## src/rtl/uart_pkg.sv

```systemverilog
// Shared UART types and constants for the receive-side control logic.
package uart_pkg;

    localparam int unsigned UART_OVERSAMPLE = 16;
    localparam int unsigned DEFAULT_DATA_W  = 8;

    // Byte-capture handshake with the receiver.
    typedef enum logic {
        IDLE = 1'b0,
        ACK  = 1'b1
    } rx_ctrl_state_t;

    // Divisor to program into baud_div for a given clock and baud rate.
    function automatic int unsigned baud_div_for(input int unsigned clk_hz,
                                                 input int unsigned baud);
        return (clk_hz / (UART_OVERSAMPLE * baud)) - 1;
    endfunction

endpackage

```

## src/rtl/uart_baud_tick.sv

```systemverilog
// Oversample tick generator: free-running counter that strobes rx_enb for one
// cycle each time it reaches baud_div, then restarts from zero.
// Ports:
//   clk, rst   clock, synchronous active-high reset
//   en         enables counting; when low the counter is held at zero
//   baud_div   tick period minus one
//   rx_enb     registered one-cycle oversample strobe
module uart_baud_tick #(
    parameter int unsigned DIV_W = 16
) (
    input  logic             clk,
    input  logic             rst,
    input  logic             en,
    input  logic [DIV_W-1:0] baud_div,
    output logic             rx_enb
);

    logic [DIV_W-1:0] cnt_q, cnt_d;
    logic             rx_enb_q, rx_enb_d;

    // >= rather than == so a divisor lowered below the current count wraps at once.
    always_comb begin
        cnt_d    = '0;
        rx_enb_d = 1'b0;
        if (en) begin
            if (cnt_q >= baud_div) begin
                rx_enb_d = 1'b1;
                cnt_d    = '0;
            end else begin
                cnt_d    = cnt_q + DIV_W'(1);
            end
        end
    end

    always_ff @(posedge clk) begin
        if (rst) begin
            cnt_q    <= '0;
            rx_enb_q <= 1'b0;
        end else begin
            cnt_q    <= cnt_d;
            rx_enb_q <= rx_enb_d;
        end
    end

    assign rx_enb = rx_enb_q;

endmodule

```

## src/rtl/uart_rx_ctrl.sv

```systemverilog
// UART receive controller: drives the receiver's oversample strobe, captures
// each completed byte with a rdy/rdy_clr handshake, and buffers bytes in a
// small FIFO exposed as a valid/ready stream with sticky overrun.
// Ports:
//   clk, rst            clock, synchronous active-high reset
//   en, baud_div        oversample tick enable and period-1
//   rx_rdy, rx_data     receiver byte-ready level and byte
//   rx_enb, rdy_clr     oversample strobe and byte acknowledge to receiver
//   m_data, m_valid,
//   m_ready             registered FIFO head stream
//   fifo_count          occupancy 0..FIFO_DEPTH
//   overrun, ovr_clr    sticky drop flag and its clear
module uart_rx_ctrl
    import uart_pkg::*;
#(
    parameter int unsigned DIV_W      = 16,
    parameter int unsigned FIFO_DEPTH = 8,
    parameter int unsigned DATA_W     = DEFAULT_DATA_W
) (
    input  logic                        clk,
    input  logic                        rst,
    input  logic                        en,
    input  logic [DIV_W-1:0]            baud_div,
    input  logic                        rx_rdy,
    input  logic [DATA_W-1:0]           rx_data,
    output logic                        rx_enb,
    output logic                        rdy_clr,
    output logic [DATA_W-1:0]           m_data,
    output logic                        m_valid,
    input  logic                        m_ready,
    output logic [$clog2(FIFO_DEPTH):0] fifo_count,
    output logic                        overrun,
    input  logic                        ovr_clr
);

    localparam int unsigned PTR_W = $clog2(FIFO_DEPTH);
    localparam int unsigned CNT_W = PTR_W + 1;

    uart_baud_tick #(
        .DIV_W (DIV_W)
    ) u_tick (
        .clk      (clk),
        .rst      (rst),
        .en       (en),
        .baud_div (baud_div),
        .rx_enb   (rx_enb)
    );

    rx_ctrl_state_t    state_q, state_d;
    logic              rdy_clr_q, rdy_clr_d;
    logic [DATA_W-1:0] mem_q [FIFO_DEPTH];
    logic [DATA_W-1:0] mem_d [FIFO_DEPTH];
    logic [PTR_W-1:0]  wr_ptr_q, wr_ptr_d;
    logic [PTR_W-1:0]  rd_ptr_q, rd_ptr_d;
    logic [CNT_W-1:0]  count_q, count_d;
    logic [DATA_W-1:0] m_data_q, m_data_d;
    logic              m_valid_q, m_valid_d;
    logic              overrun_q, overrun_d;
    logic              push_req, pop, full, do_push;

    // Capture handshake: one push on entry to ACK; rdy_clr mirrors the ACK state.
    always_comb begin
        state_d   = state_q;
        rdy_clr_d = 1'b0;
        push_req  = 1'b0;
        case (state_q)
            IDLE: begin
                if (rx_rdy) begin
                    push_req = 1'b1;
                    state_d  = ACK;
                end
            end
            ACK: begin
                if (!rx_rdy) begin
                    state_d = IDLE;
                end
            end
            default: state_d = IDLE;
        endcase
        rdy_clr_d = (state_d == ACK);
    end

    // FIFO bookkeeping; a full FIFO still accepts a push when a pop frees the head slot.
    always_comb begin
        full      = (count_q == CNT_W'(FIFO_DEPTH));
        pop       = m_valid_q && m_ready;
        do_push   = push_req && (!full || pop);
        mem_d     = mem_q;
        wr_ptr_d  = wr_ptr_q;
        rd_ptr_d  = rd_ptr_q;
        count_d   = count_q;
        overrun_d = overrun_q;

        if (do_push) begin
            mem_d[wr_ptr_q] = rx_data;
            wr_ptr_d        = wr_ptr_q + PTR_W'(1);
        end
        if (pop) begin
            rd_ptr_d = rd_ptr_q + PTR_W'(1);
        end
        if (do_push && !pop) begin
            count_d = count_q + CNT_W'(1);
        end else if (pop && !do_push) begin
            count_d = count_q - CNT_W'(1);
        end

        // Set has priority over a simultaneous clear.
        if (push_req && full && !pop) begin
            overrun_d = 1'b1;
        end else if (ovr_clr) begin
            overrun_d = 1'b0;
        end

        // Head is registered from the post-update storage, so no fall-through.
        m_data_d  = mem_d[rd_ptr_d];
        m_valid_d = (count_d != '0);
    end

    always_ff @(posedge clk) begin
        if (rst) begin
            state_q   <= IDLE;
            rdy_clr_q <= 1'b0;
            wr_ptr_q  <= '0;
            rd_ptr_q  <= '0;
            count_q   <= '0;
            m_data_q  <= '0;
            m_valid_q <= 1'b0;
            overrun_q <= 1'b0;
            for (int i = 0; i < int'(FIFO_DEPTH); i++) begin
                mem_q[i] <= '0;
            end
        end else begin
            state_q   <= state_d;
            rdy_clr_q <= rdy_clr_d;
            wr_ptr_q  <= wr_ptr_d;
            rd_ptr_q  <= rd_ptr_d;
            count_q   <= count_d;
            m_data_q  <= m_data_d;
            m_valid_q <= m_valid_d;
            overrun_q <= overrun_d;
            for (int i = 0; i < int'(FIFO_DEPTH); i++) begin
                mem_q[i] <= mem_d[i];
            end
        end
    end

    assign rdy_clr    = rdy_clr_q;
    assign m_data     = m_data_q;
    assign m_valid    = m_valid_q;
    assign fifo_count = count_q;
    assign overrun    = overrun_q;

endmodule

```

## config.mk

```make
export PLATFORM = sky130hd
export DESIGN_NAME = uart_rx_ctrl
export DESIGN_NICKNAME = d
export VERILOG_FILES = /design/src/rtl/uart_pkg.sv /design/src/rtl/uart_baud_tick.sv /design/src/rtl/uart_rx_ctrl.sv
export SDC_FILE = /design/constraint.sdc
export NUM_CORES = 1
export LEC_CHECK = 0
export BUFFER_PORTS_ARGS = -buffer_cell sky130_fd_sc_hd__buf_2
export CORE_ASPECT_RATIO = 1.1
export CORE_UTILIZATION = 55
export CTS_CLUSTER_SIZE = 25
export DETAILED_ROUTE_END_ITERATION = 12
export GPL_TIMING_DRIVEN = 0
export PLACE_DENSITY = 0.8
export SETUP_SLACK_MARGIN = 0.15
export SLEW_MARGIN = 20
export SYNTH_ARGS = -nofsm -noshare
export SYNTH_HDL_FRONTEND = slang
export SYNTH_SLANG_ARGS = --single-unit
```

## constraint.sdc

```tcl
create_clock -name clk -period 5.8 [get_ports clk]
set_input_delay 0.29 -clock clk [delete_from_list [all_inputs] [get_ports clk]]
set_output_delay 0.29 -clock clk [all_outputs]
set_load 0.03 [all_outputs]
```

### Yosys cells after proc, flatten, opt, wreduce, memory -nomap -nowiden

Index checks and enable logic that the tools add are counted.

* register bits: 102
* input bits: 30
* output and inout bits: 16
* logic and storage cells: 60

* add/subtract/negate cells: 5
* order comparisons: 4
* eq/ne operators: 1
* muxes and demuxes: 15
* bitwise gates (word level): 3
* reductions and logical operators: 15

Operators with widths (count)
* $bwmux 64: 1
* $mux 64: 1
* $bmux 8 s3: 1
* $demux 8 s3: 1
* $mux 8: 3
* $add 16x1->16 const B: 1
* $ge 16x16->1: 1
* $ge 4x4->1 const B: 2
* $mux 4: 2
* $not 3->4: 2
* $logic_and 1x1->1: 7
* $add 3x1->3 const B: 2
* $mux 1: 5
* $add 4x1->4 const B: 1
* $eq 4x4->1 const B: 1
* $lt 4x1->1 const B: 1
* $reduce_bool 4->1: 1
* $sub 4x1->4 const B: 1
* $logic_not 1->1: 3
* $mux 3: 1
* $reduce_or 3->1: 1
* $reduce_bool 2->1: 1
* $reduce_or 2->1: 1
* $logic_or 1x1->1: 1
* $not 1->1: 1

### Depth between registers and ports, before layout

Gate-level depths: netlist of run 1.

* depth in word-level cells: 10
* mapped depth: 11
* depth with buffers taken out: 8

### Hierarchy

Synthesis of run 1 repeated with hierarchy kept, for this count alone.

* cell total of the unflattened synthesis: 571
* area, all modules: 5132.4 um2

By module, submodules not included
* uart_rx_ctrl: times used 1, cells an instance 440, area each 3960.0 um2, sequential area each 1701.6 um2
* uart_baud_tick: times used 1, cells an instance 131, area each 1172.4 um2, sequential area each 340.3 um2

### Worst setup path before layout of run 1

Ideal clock, no wire load.

* kind: register to register
* start: register count_q[1], in the netlist fifo_count[1]
* end: register m_data_q[7], in the netlist m_data[7]
* setup time: 0.120 ns
* data arrival time: 2.663 ns
* required time: 5.680 ns
* setup slack: 3.018 ns
* cell stages (with the launch flop): 10
* path buffers: 1
* period minus slack after synthesis: 2.782 ns
* cell sequence: dfxtp_1 inv_1 ha_1 and3b_1 buf_6 a2111oi_4 mux2i_1 o22ai_1 or2_1 a211o_1

* word-level cells in the longest chain between the ends: 8

RTL lines
* from (decl): RTL line uart_rx_ctrl.sv:55 `logic [CNT_W-1:0] count_q, count_d;`
* from (signal assigned): RTL line uart_rx_ctrl.sv:137 `count_q <= count_d;`
* $eq 4x4->1: RTL line uart_rx_ctrl.sv:85 `full = (count_q == CNT_W'(FIFO_DEPTH));`
* $logic_not 1->1: RTL line uart_rx_ctrl.sv:87 `do_push = push_req && (!full || pop);`
* $logic_or 1x1->1: RTL line uart_rx_ctrl.sv:87
* $logic_and 1x1->1: RTL line uart_rx_ctrl.sv:87
* $mux 64: RTL line uart_rx_ctrl.sv:94 `if (do_push) begin`
* $bmux 8 s3: RTL line uart_rx_ctrl.sv:115 `m_data_d = mem_d[rd_ptr_d];`
* $mux 8 (not written as such) (2 in series): RTL line uart_rx_ctrl.sv:115
* to (signal assigned): RTL line uart_rx_ctrl.sv:138 `m_data_q <= m_data_d;`
* to (decl): RTL line uart_rx_ctrl.sv:56 `logic [DATA_W-1:0] m_data_q, m_data_d;`

Every way passes these cells. The select of a mux whose other input is x is not followed.
A chain may end at the register's enable or synchronous reset.

### Worst setup path in the final report of run 1

Ends and elaborated chain as after synthesis.

==> results of run 1 <==
## routing by layer
layer	routed length [um]	vias up	GRT usage (%)
met5	0	-	0
met4	301	0	11.2
met3	544	32	4.61
met2	5640	132	43.2
met1	5000	2022	30.6
li1	-	2049	-
## layout make-up
| type | count | area share [%] |
|---|---|---|
| plain buffers | 33 | 3.48 |
| clock buffers | 11 | 2.73 |
| clock inverters | 4 | 0.993 |
| inverters | 26 | 1.76 |
| multi-input cells | 394 | 48.4 |
| flip-flops and latches | 102 | 36.8 |
| well taps | 114 | 2.57 |
| repair buffers | 36 | 3.25 |
## worst max path at each step
stage | depth (start not counted) | slack, ps | to | start
after floorplan | 9 | 3020 | m_data[7] | fifo_count[1]
after global placement | 9 | 2930 | m_data[7] | fifo_count[1]
after detailed placement | 9 | 2850 | m_data[7] | fifo_count[1]
after CTS | 9 | 2840 | m_data[7] | fifo_count[1]
after global routing | 9 | 2640 | m_data[7] | fifo_count[1]
final | 9 | 2790 | m_data[7] | fifo_count[1]
## flip-flops by register name, summed over array words and instances, names as in the netlist
name           flops
m_valid            1
u_tick.rx_enb      1
rd_ptr_q           3
fifo_count         4
m_data             8
rdy_clr            1
u_tick.cnt_q      16
wr_ptr_q           3
mem_q             64
overrun            1
## cell usage after synthesis, types with 2 or more instances
cell type | n | area share (%)
xor2_1 | 12 | 2.1
o311ai_0 | 6 | 1.0
or3_1 | 8 | 1.0
a31oi_1 | 2 | 0.25
nand2b_1 | 2 | 0.25
dfxtp_1 | 102 | 41
nor3_1 | 2 | 0.20
inv_1 | 26 | 1.9
mux2i_1 | 56 | 11
a211o_1 | 8 | 1.4
clkbuf_2 | 2 | 0.20
ha_1 | 21 | 5.2
a21o_1 | 4 | 0.60
or2_2 | 2 | 0.25
or2_1 | 5 | 0.62
and4_1 | 2 | 0.35
nor2_1 | 92 | 6.9
o221ai_1 | 7 | 1.2
a211oi_1 | 2 | 0.30
nand3_1 | 12 | 1.2
buf_2 | 5 | 0.50
a21oi_1 | 20 | 2.0
nand4_1 | 7 | 0.87
xnor2_1 | 10 | 1.7
buf_6 | 8 | 1.8
clkbuf_1 | 17 | 1.3
o2111ai_1 | 2 | 0.35
nand2_1 | 46 | 3.4
nor2b_1 | 5 | 0.62
o22ai_1 | 22 | 2.7
and3_1 | 5 | 0.62
o21ai_0 | 3 | 0.30
o211ai_1 | 4 | 0.60
## through the flow
stage	total power, mW	area (um2)	hold WS (ps)
CTS	1.73	5540	187
finish	1.73	5540	190
global placement	1.26	5340	442
floorplan	1.14	5010	418
detailed placement	1.27	5340	451
global route	1.81	5540	194
## worst max-delay path: cells and delay by family (launching register included)
family	cells	cell delay, ps
AND/OR/NAND/NOR	2	460
AO/OA/AOI/OAI	3	1180
buffers and inverters	2	240
flip-flops	1	470
multiplexers	1	340
adder cells (fa/ha/maj)	1	230
## cells by family after synthesis
family,after synthesis
AOI/OAI and AO/OA,95
xor gates and xnor gates,23
muxes,56
adders and majority gates,21
DFF,102
and+or+nand+nor,199
buffers and inverters,59
## power by group through the flow
stage               Combinational (mW)  Clock (mW)  Sequential, mW
floorplan                        0.271           0           0.869
global placement                 0.458           0           0.799
detailed placement               0.468           0           0.801
CTS                              0.473       0.470           0.786
global route                     0.515       0.500           0.794
finish                           0.479       0.465           0.787
==> metrics.txt, run 1 <==
# Max-Cap Violations 0; Root Buffer Master clkbuf_8; non-filler cells, final just over 700; Pint 1.14 mW; number of global-route vias before repair 4,015; setup TNS 0 ps; initial antenna violation count 0; P_sw a little under 0.6 mW; H-tree depth 3; adder-cell share of the synthesized area 5.24%; status finished, final reports clean; Syn Area/Cell 9.04 um2; Post-CTS Resized 0; Post-Syn Nets about 610; ANT nets after route 0; fmax roughly 330 MHz; fin util 62.5%; io pins 46; worst slack at placement 2850 ps; Die X 93.0 um; GRT Residual Overflow 0; Final Hold Viols 0; critical path launch point type flip-flop; Hold Crit Class in2reg; sw frac 34.4%; slew at the pin closest to its max-slew limit 860 ps; Post-synth top flop dfxtp_1; post-synthesis cell type count 61; min Tclk post-route 3010 ps; internal reg-to-reg setup slack 2790 ps; CP Class reg2reg; simple-gate share of the synthesized area 18.6%; first-pass GRT wire length 18.6 mm; Cell Area, Synth around 5000 um2; worst rel slew slack 42.6%; Die Area 9500 um2; FF-to-FF Start fifo_count[1]; CP cell instances inv_1, ha_1, and3b_1, buf_6, a2111oi_4, mux2i_1, o22ai_1, or2_1, a211o_1; Synth Warn # 0; Filler cells 742; RePlAce Congestion 0.831; Placed Cells incl. Taps 705; Worst-Skew Late Latency 370 ps; register area 2040 um2; Yosys reg bits 102; Total Nets Final between 600 and 700; CP arrival 3260 ps; share of cells above drive strength 1 a little over an eighth; Port Buffer Count 36; most common cell after layout, fill and taps aside dfxtp_1; Clock Pin Slew Worst Setup and Hold Paths 90 ps; Die Y between 100 and 150 um; EDFF count, synth 0; Max FO, Critical Path 8; Row Count 36; Worst Setup End Kind flip-flop; clock sinks a little over 100; clock skew 12.0 ps; fin crit share between 50% and 60%; Worst path max stage delay just over 800 ps; largest family of logic cells by synthesized area simple AND/OR/NAND/NOR gates; Synth-to-Final Area Change 10.6%; hold path endpoint m_data[4]; Async SR Flop Fraction 0%; VDD IR max around 300 uV; most frequent cells in the layout dfxtp_1, nor2_1, mux2i_1, nand2_1, buf_2; WL final approximately 11 mm; Avg Vias per Cell about 6; Finish-stage setup viols 0; vias post-DR 4,235; area of the multi-input gates about 2700 um2; unrepaired setup endpoints after global routing no; Worst Hold Depth 2; WL/cell 16.0 um; Initial Util between 50% and 60%; leak pwr about 2.4 nW; Clock Tree Buf Depth 2; post-CTS setup buffers 0; XOR/XNOR Fraction of Synth Area ~4.3%; Worst R2R End m_data[7]; Seq/Total Area, Yosys 40.7%; Crit path required time 6060 ps; post-route setup slack 2790 ps; core area 8870 um2; clock power share 26.9%; CP max-delay cell a2111oi_4; post-DP HPWL a little over 8 mm; DR DRC count 0; number of diodes 0; hold_buf cts 0; CTS tree built; worst r2r path cells 9; power per cell area 312 nW/um2; register share of total power 45.4%; post-synthesis mux area share roughly 11%; DRT Pass-1 Iters 7; iteration-0 DRC count of the detailed router 309; combinational power share 27.7%; largest net degree at the start of global routing 17; Pins Over Slew Limit 0; Tot GR Track Use between 20% and 30%; Hold Startpoint rx_data[4]; Synth Area in Compound Gates 14.2%; cts bufs inserted 9; Mapped Cells 555
Power figures use the tool's default switching activity.
==> run 2: changes to the inputs <==
Clock period 5.8 ns to 2.9 ns, I/O delays scaled along.
==> metrics.txt, run 2 (synthesized netlist as in run 1, its figures left out) <==
Total Nets Final 657 (was 653); fmax 376 MHz (was 333 MHz); number of global-route vias before repair 4,077 (was 4,015); DRT Pass-1 Iters 5 (was 7); worst rel slew slack 46.1% (was 42.6%); Row Count 36 (unchanged); Crit path required time 3150 ps (was 6060 ps); hold_buf cts 0 (unchanged); Worst Setup End Kind flip-flop (unchanged); Synth-to-Final Area Change 12.4% (was 10.6%); placed instance area 5340 um2 (unchanged); fin crit share 91.7% (was 51.8%); vias post-DR 4,310 (was 4,235); Clock Tree Buf Depth 2 (unchanged); status finished, final reports clean (unchanged); worst r2r path cells 9 (unchanged); Max FO, Critical Path 9 (was 8); Tot GR Track Use 25.3% (was 25.0%); min Tclk post-route 2660 ps (was 3010 ps); Tot Pwr 3.55 mW (was 1.73 mW); initial antenna violation count 0 (unchanged); Largest register FFs 64 (unchanged); power per cell area 630 nW/um2 (was 312 nW/um2); WL final 11.7 mm (was 11.5 mm); Filler cells 746 (was 742); Die Y 102 um (unchanged); VDD IR max 517 uV (was 300 uV); CP cell instances inv_1, ha_1, nand3b_1, o2111ai_1, buf_2, nand2_1, o221ai_1, o22ai_1, a211o_1 (was inv_1, ha_1, and3b_1, buf_6, a2111oi_4, mux2i_1, o22ai_1, or2_1, a211o_1); Worst R2R End m_data[7] (unchanged); Finish-stage setup viols 0 (unchanged); hold path endpoint m_data[3] (was m_data[4]); leak pwr 2.48 nW (was 2.43 nW); design area 5640 um2 (was 5540 um2); share of cells above drive strength 1 14.7% (was 13.0%); register area 2040 um2 (about the same); CP max-delay cell dfxtp_2 (was a2111oi_4); post-DP HPWL 8.21 mm (was 8.23 mm); WL/cell 16.1 um (was 16.0 um); Root Buffer Master clkbuf_8 (unchanged); iteration-0 DRC count of the detailed router 233 (was 309); clock sinks 102 (unchanged); unrepaired setup endpoints after global routing yes (was no); RePlAce Congestion 0.874 (was 0.831); most frequent cells in the layout dfxtp_1, nor2_1, mux2i_1, nand2_1, buf_2 (unchanged); Die X 93.0 um (unchanged); slew at the pin closest to its max-slew limit 802 ps (was 860 ps); critical path launch point type flip-flop (unchanged); Avg Vias per Cell 5.94 (was 5.88); Worst path max stage delay 370 ps (was 820 ps); Hold Crit Class in2reg (unchanged); most flop-heavy register mem_q (unchanged); Port Buffer Count 36 (unchanged); largest net degree at the start of global routing 19 (was 17); Final Hold Viols 0 (unchanged); GRT Residual Overflow 0 (unchanged); CTS tree built (unchanged); H-tree depth 3 (unchanged); Initial Util 56.5% (unchanged); number of diodes 0 (unchanged); FF-to-FF Start fifo_count[1] (unchanged); setup TNS 0 ps (unchanged); Clock Pin Slew Worst Setup and Hold Paths 100 ps (was 90 ps); core area 8870 um2 (unchanged); io pins 46 (unchanged); area of the multi-input gates 2700 um2 (was 2680 um2); Die Area 9500 um2 (unchanged); # Max-Cap Violations 0 (unchanged); Pins Over Slew Limit 0 (unchanged); DR DRC count 0 (unchanged); first-pass GRT wire length 18.9 mm (was 18.6 mm); Hold Startpoint rx_data[3] (was rx_data[4]); CP Class reg2reg (unchanged); ANT nets after route 0 (unchanged); cts bufs inserted 9 (unchanged); Worst Hold Depth 2 (unchanged); clock skew 8.22 ps (was 12.0 ps); internal reg-to-reg setup slack 240 ps (was 2790 ps); most common cell after layout, fill and taps aside dfxtp_1 (unchanged); CP arrival 2910 ps (was 3260 ps); Worst-Skew Late Latency 370 ps (about the same)
==> run 2: cell count changes in the layout (fill, tap and decap cells not counted), moves of 2 or more <==
cell | previous run | this run
dfxtp_2 | 0 | 2
o311ai_1 | 0 | 3
inv_6 | 1 | 4
buf_12 | 0 | 2
clkbuf_8 | 11 | 9
dfxtp_1 | 102 | 100
buf_4 | 0 | 2
o311ai_0 | 6 | 3
==> run 2: area by class of cell <==
cell class              count  area share [%]
flip-flops and latches    102            36.3
multi-input cells         394            47.9
well taps                 114            2.53
clock inverters             7            1.78
inverters                  26            1.73
plain buffers              33            3.44
clock buffers               9            2.20
repair buffers             40            4.17
==> run 2: power by group <==
part | internal (mW) | leakage, nW | switching, mW | total [mW]
Sequential | 1.50 | 0.827 | 0.0715 | 1.58
Combinational | 0.329 | 1.54 | 0.641 | 0.970
Clock | 0.497 | 0.115 | 0.505 | 1.00
Total | 2.33 | 2.48 | 1.22 | 3.55
==> run 2: repair_timing <==
item,4_1_cts,5_1_grt
endpoints found under the setup margin,6,16
pin swaps,1,1
setup buffers,1,3
gates resized for setup,2,8
==> run 2: per-layer routing <==
metal	GRT usage, %	share of wire [%]
met1	30.4	43
met2	43.3	48
met3	3.72	4.6
met4	15.0	4.0
met5	0	0
==> run 2: critical path, delay by kind of cell (launching register included) <==
| family | cells | cell delay [ps] |
|---|---|---|
| AND/OR/NAND/NOR | 2 | 480 |
| buffers and inverters | 2 | 420 |
| AO/OA/AOI/OAI | 4 | 1060 |
| flip-flops | 1 | 370 |
| adder cells (fa/ha/maj) | 1 | 210 |
==> run 2: metrics by stage <==
| stage | hold slack, ps | worst slack (ps) | instances | util (%) |
|---|---|---|---|---|
| CTS | 39.1 | 164 | 722 | 62.9 |
| detailed placement | 418 | -13.2 | 705 | 60.2 |
| finish | 41.9 | 241 | 725 | 63.5 |
| global route | 36.9 | 130 | 725 | 63.5 |
| global placement | 416 | 86.3 | 705 | 60.2 |
| floorplan | 273 | 170 | 555 | - |
==> run 2: worst max-delay path by stage <==
stage | startpoint | endpoint | cells past startpoint
after floorplan | fifo_count[1] | m_data[7] | 9
after global placement | fifo_count[1] | m_data[7] | 9
after detailed placement | fifo_count[1] | m_data[7] | 9
after CTS | fifo_count[1] | m_data[4] | 9
after global routing | fifo_count[1] | m_data[4] | 11
final | fifo_count[1] | m_data[7] | 9
==> run 3: changes to the inputs <==
Clock period 2.9 ns to 2.5 ns, I/O delays scaled along.
==> metrics.txt, run 3 (synthesized netlist as in run 1, its figures left out) <==
Pins Over Slew Limit 0 (unchanged); critical path launch point type flip-flop (unchanged); leak pwr 2.52 nW (was 2.48 nW); post-DP HPWL 8.39 mm (was 8.21 mm); # Max-Cap Violations 0 (unchanged); Worst-Skew Late Latency 380 ps (was 370 ps); Hold Crit Class in2reg (unchanged); Tot GR Track Use 26.5% (was 25.3%); status finished, final reports clean (unchanged); power per cell area 695 nW/um2 (was 630 nW/um2); Worst Setup End Kind flip-flop (unchanged); most common cell after layout, fill and taps aside dfxtp_1 (unchanged); slew at the pin closest to its max-slew limit 945 ps (was 802 ps); VDD IR max 669 uV (was 517 uV); worst rel slew slack 36.5% (was 46.1%); Port Buffer Count 36 (unchanged); ANT nets after route 0 (unchanged); vias post-DR 4,344 (was 4,310); Synth-to-Final Area Change 18.9% (was 12.4%); number of diodes 0 (unchanged); P_sw 1.50 mW (was 1.22 mW); core area 8870 um2 (unchanged); Die Y 102 um (unchanged); first-pass GRT wire length 19.5 mm (was 18.9 mm); initial antenna violation count 0 (unchanged); number of global-route vias before repair 4,176 (was 4,077); H-tree depth 3 (unchanged); register share of total power 44.2% (was 44.4%); setup TNS 0 ps (unchanged); CP arrival 2670 ps (was 2910 ps); most frequent cells in the layout dfxtp_1, nor2_1, nand2_1, buf_2, mux2i_1 (was dfxtp_1, nor2_1, mux2i_1, nand2_1, buf_2); CP Class reg2reg (unchanged); Die X 93.0 um (unchanged); WL/cell 17.1 um (was 16.1 um); Total Nets Final 670 (was 657); Die Area 9500 um2 (unchanged); WL final 12.6 mm (was 11.7 mm); min Tclk post-route 2390 ps (was 2660 ps); Initial Util 56.5% (unchanged); Clock Pin Slew Worst Setup and Hold Paths 110 ps (was 100 ps); most flop-heavy register mem_q (unchanged); largest net degree at the start of global routing 19 (unchanged); cts bufs inserted 9 (unchanged); unrepaired setup endpoints after global routing yes (unchanged); Finish-stage setup viols 0 (unchanged); Final Hold Viols 0 (unchanged); CTS tree built (unchanged); RePlAce Congestion 0.853 (was 0.874); combinational power share 30.9% (was 27.3%); Largest register FFs 64 (unchanged); Pint 2.65 mW (was 2.33 mW); DRT Pass-1 Iters 5 (unchanged); Max FO, Critical Path 8 (was 9); clock sinks 102 (unchanged); sw frac 36.1% (was 34.3%); DR DRC count 0 (unchanged); fmax 418 MHz (was 376 MHz); fin crit share 95.8% (was 91.7%); clock skew 13.4 ps (was 8.22 ps); iteration-0 DRC count of the detailed router 298 (was 233); fin util 67.2% (was 63.5%); Root Buffer Master clkbuf_8 (unchanged); Row Count 36 (unchanged); share of cells above drive strength 1 22.4% (was 14.7%); clock power share 24.9% (was 28.2%); io pins 46 (unchanged); hold_buf cts 0 (unchanged); GRT Residual Overflow 0 (unchanged); Crit path required time 2770 ps (was 3150 ps); Clock Tree Buf Depth 2 (unchanged); Avg Vias per Cell 5.89 (was 5.94)
==> run 3: cell types whose count changed in the layout (fill, tap and decap cells not counted), sizes merged <==
cell / change
buf: +14
bufinv: -2
clkinv: +1
clkinvlp: +1
inv: -1
==> run 3: worst paths after layout <==
| path | cells past startpoint | from | to | slack [ps] |
|---|---|---|---|---|
| max | 10 | fifo_count[0] | m_data[7] | 110 |
| min | 3 | rx_data[2] | mem_q[42] | 30 |
| max reg2reg | 10 | fifo_count[0] | m_data[7] | 110 |
| min reg2reg | 2 | mem_q[46] | mem_q[46] | 460 |
==> run 3: routing by layer <==
layer / GRT usage [%] / wire (um) / vias to the layer above
li1: - / - / 2080
met1: 31.6 / 5130 / 2095
met2: 46.9 / 6500 / 137
met3: 3.72 / 611 / 32
met4: 12.8 / 345 / 0
met5: 0 / 0 / -
==> run 3: power by group through the flow <==
| stage | combinational (mW) | sequential [mW] | clock (mW) |
|---|---|---|---|
| after CTS | 1.18 | 1.83 | 1.04 |
| after detailed placement | 1.10 | 1.87 | 0 |
| final | 1.28 | 1.83 | 1.03 |
| after global routing | 1.36 | 1.84 | 1.11 |
| after floorplan | 0.645 | 2.03 | 0 |
| after global placement | 1.08 | 1.87 | 0 |
==> run 3: timing repair <==
item / CTS / global route
setup endpoints to repair: 18 / 18
buffers inserted: 9 / 8
pin swaps: 5 / 11
resized for setup: 17 / 47
==> run 3: final cells by class <==
class | instances | area, um2
plain buffers | 33 | 209
flip-flops and latches | 102 | 2050
fillers | 683 | 2910
multi-input cells | 394 | 2920
inverters | 26 | 100
well taps | 114 | 143
clock inverters | 6 | 47.5
repair buffers | 53 | 344
clock buffers | 10 | 149
==> run 3: metrics by stage <==
| stage | worst slack [ps] | hold WS (ps) | cells | instance area [um2] | total power [mW] |
|---|---|---|---|---|---|
| finish | 106 | 26.1 | 738 | 5960 | 4.14 |
| global route | 34.2 | 25.9 | 738 | 5960 | 4.32 |
| CTS | 116 | 5.32 | 730 | 5710 | 4.05 |
| detailed placement | -203 | 389 | 705 | 5360 | 2.97 |
| global placement | -140 | 393 | 705 | 5360 | 2.94 |
| floorplan | 56.8 | 253 | 555 | 5040 | 2.67 |
==> run 3: worst max-delay path, stage by stage, from the launching register on <==
cell	delay (ps)
dfxtp_4	370
inv_2	40
ha_4	150
and3b_1	180
buf_6	140
a2111o_1	400
buf_8	170
mux2i_2	200
o22ai_1	120
or2_1	260
a211o_1	240
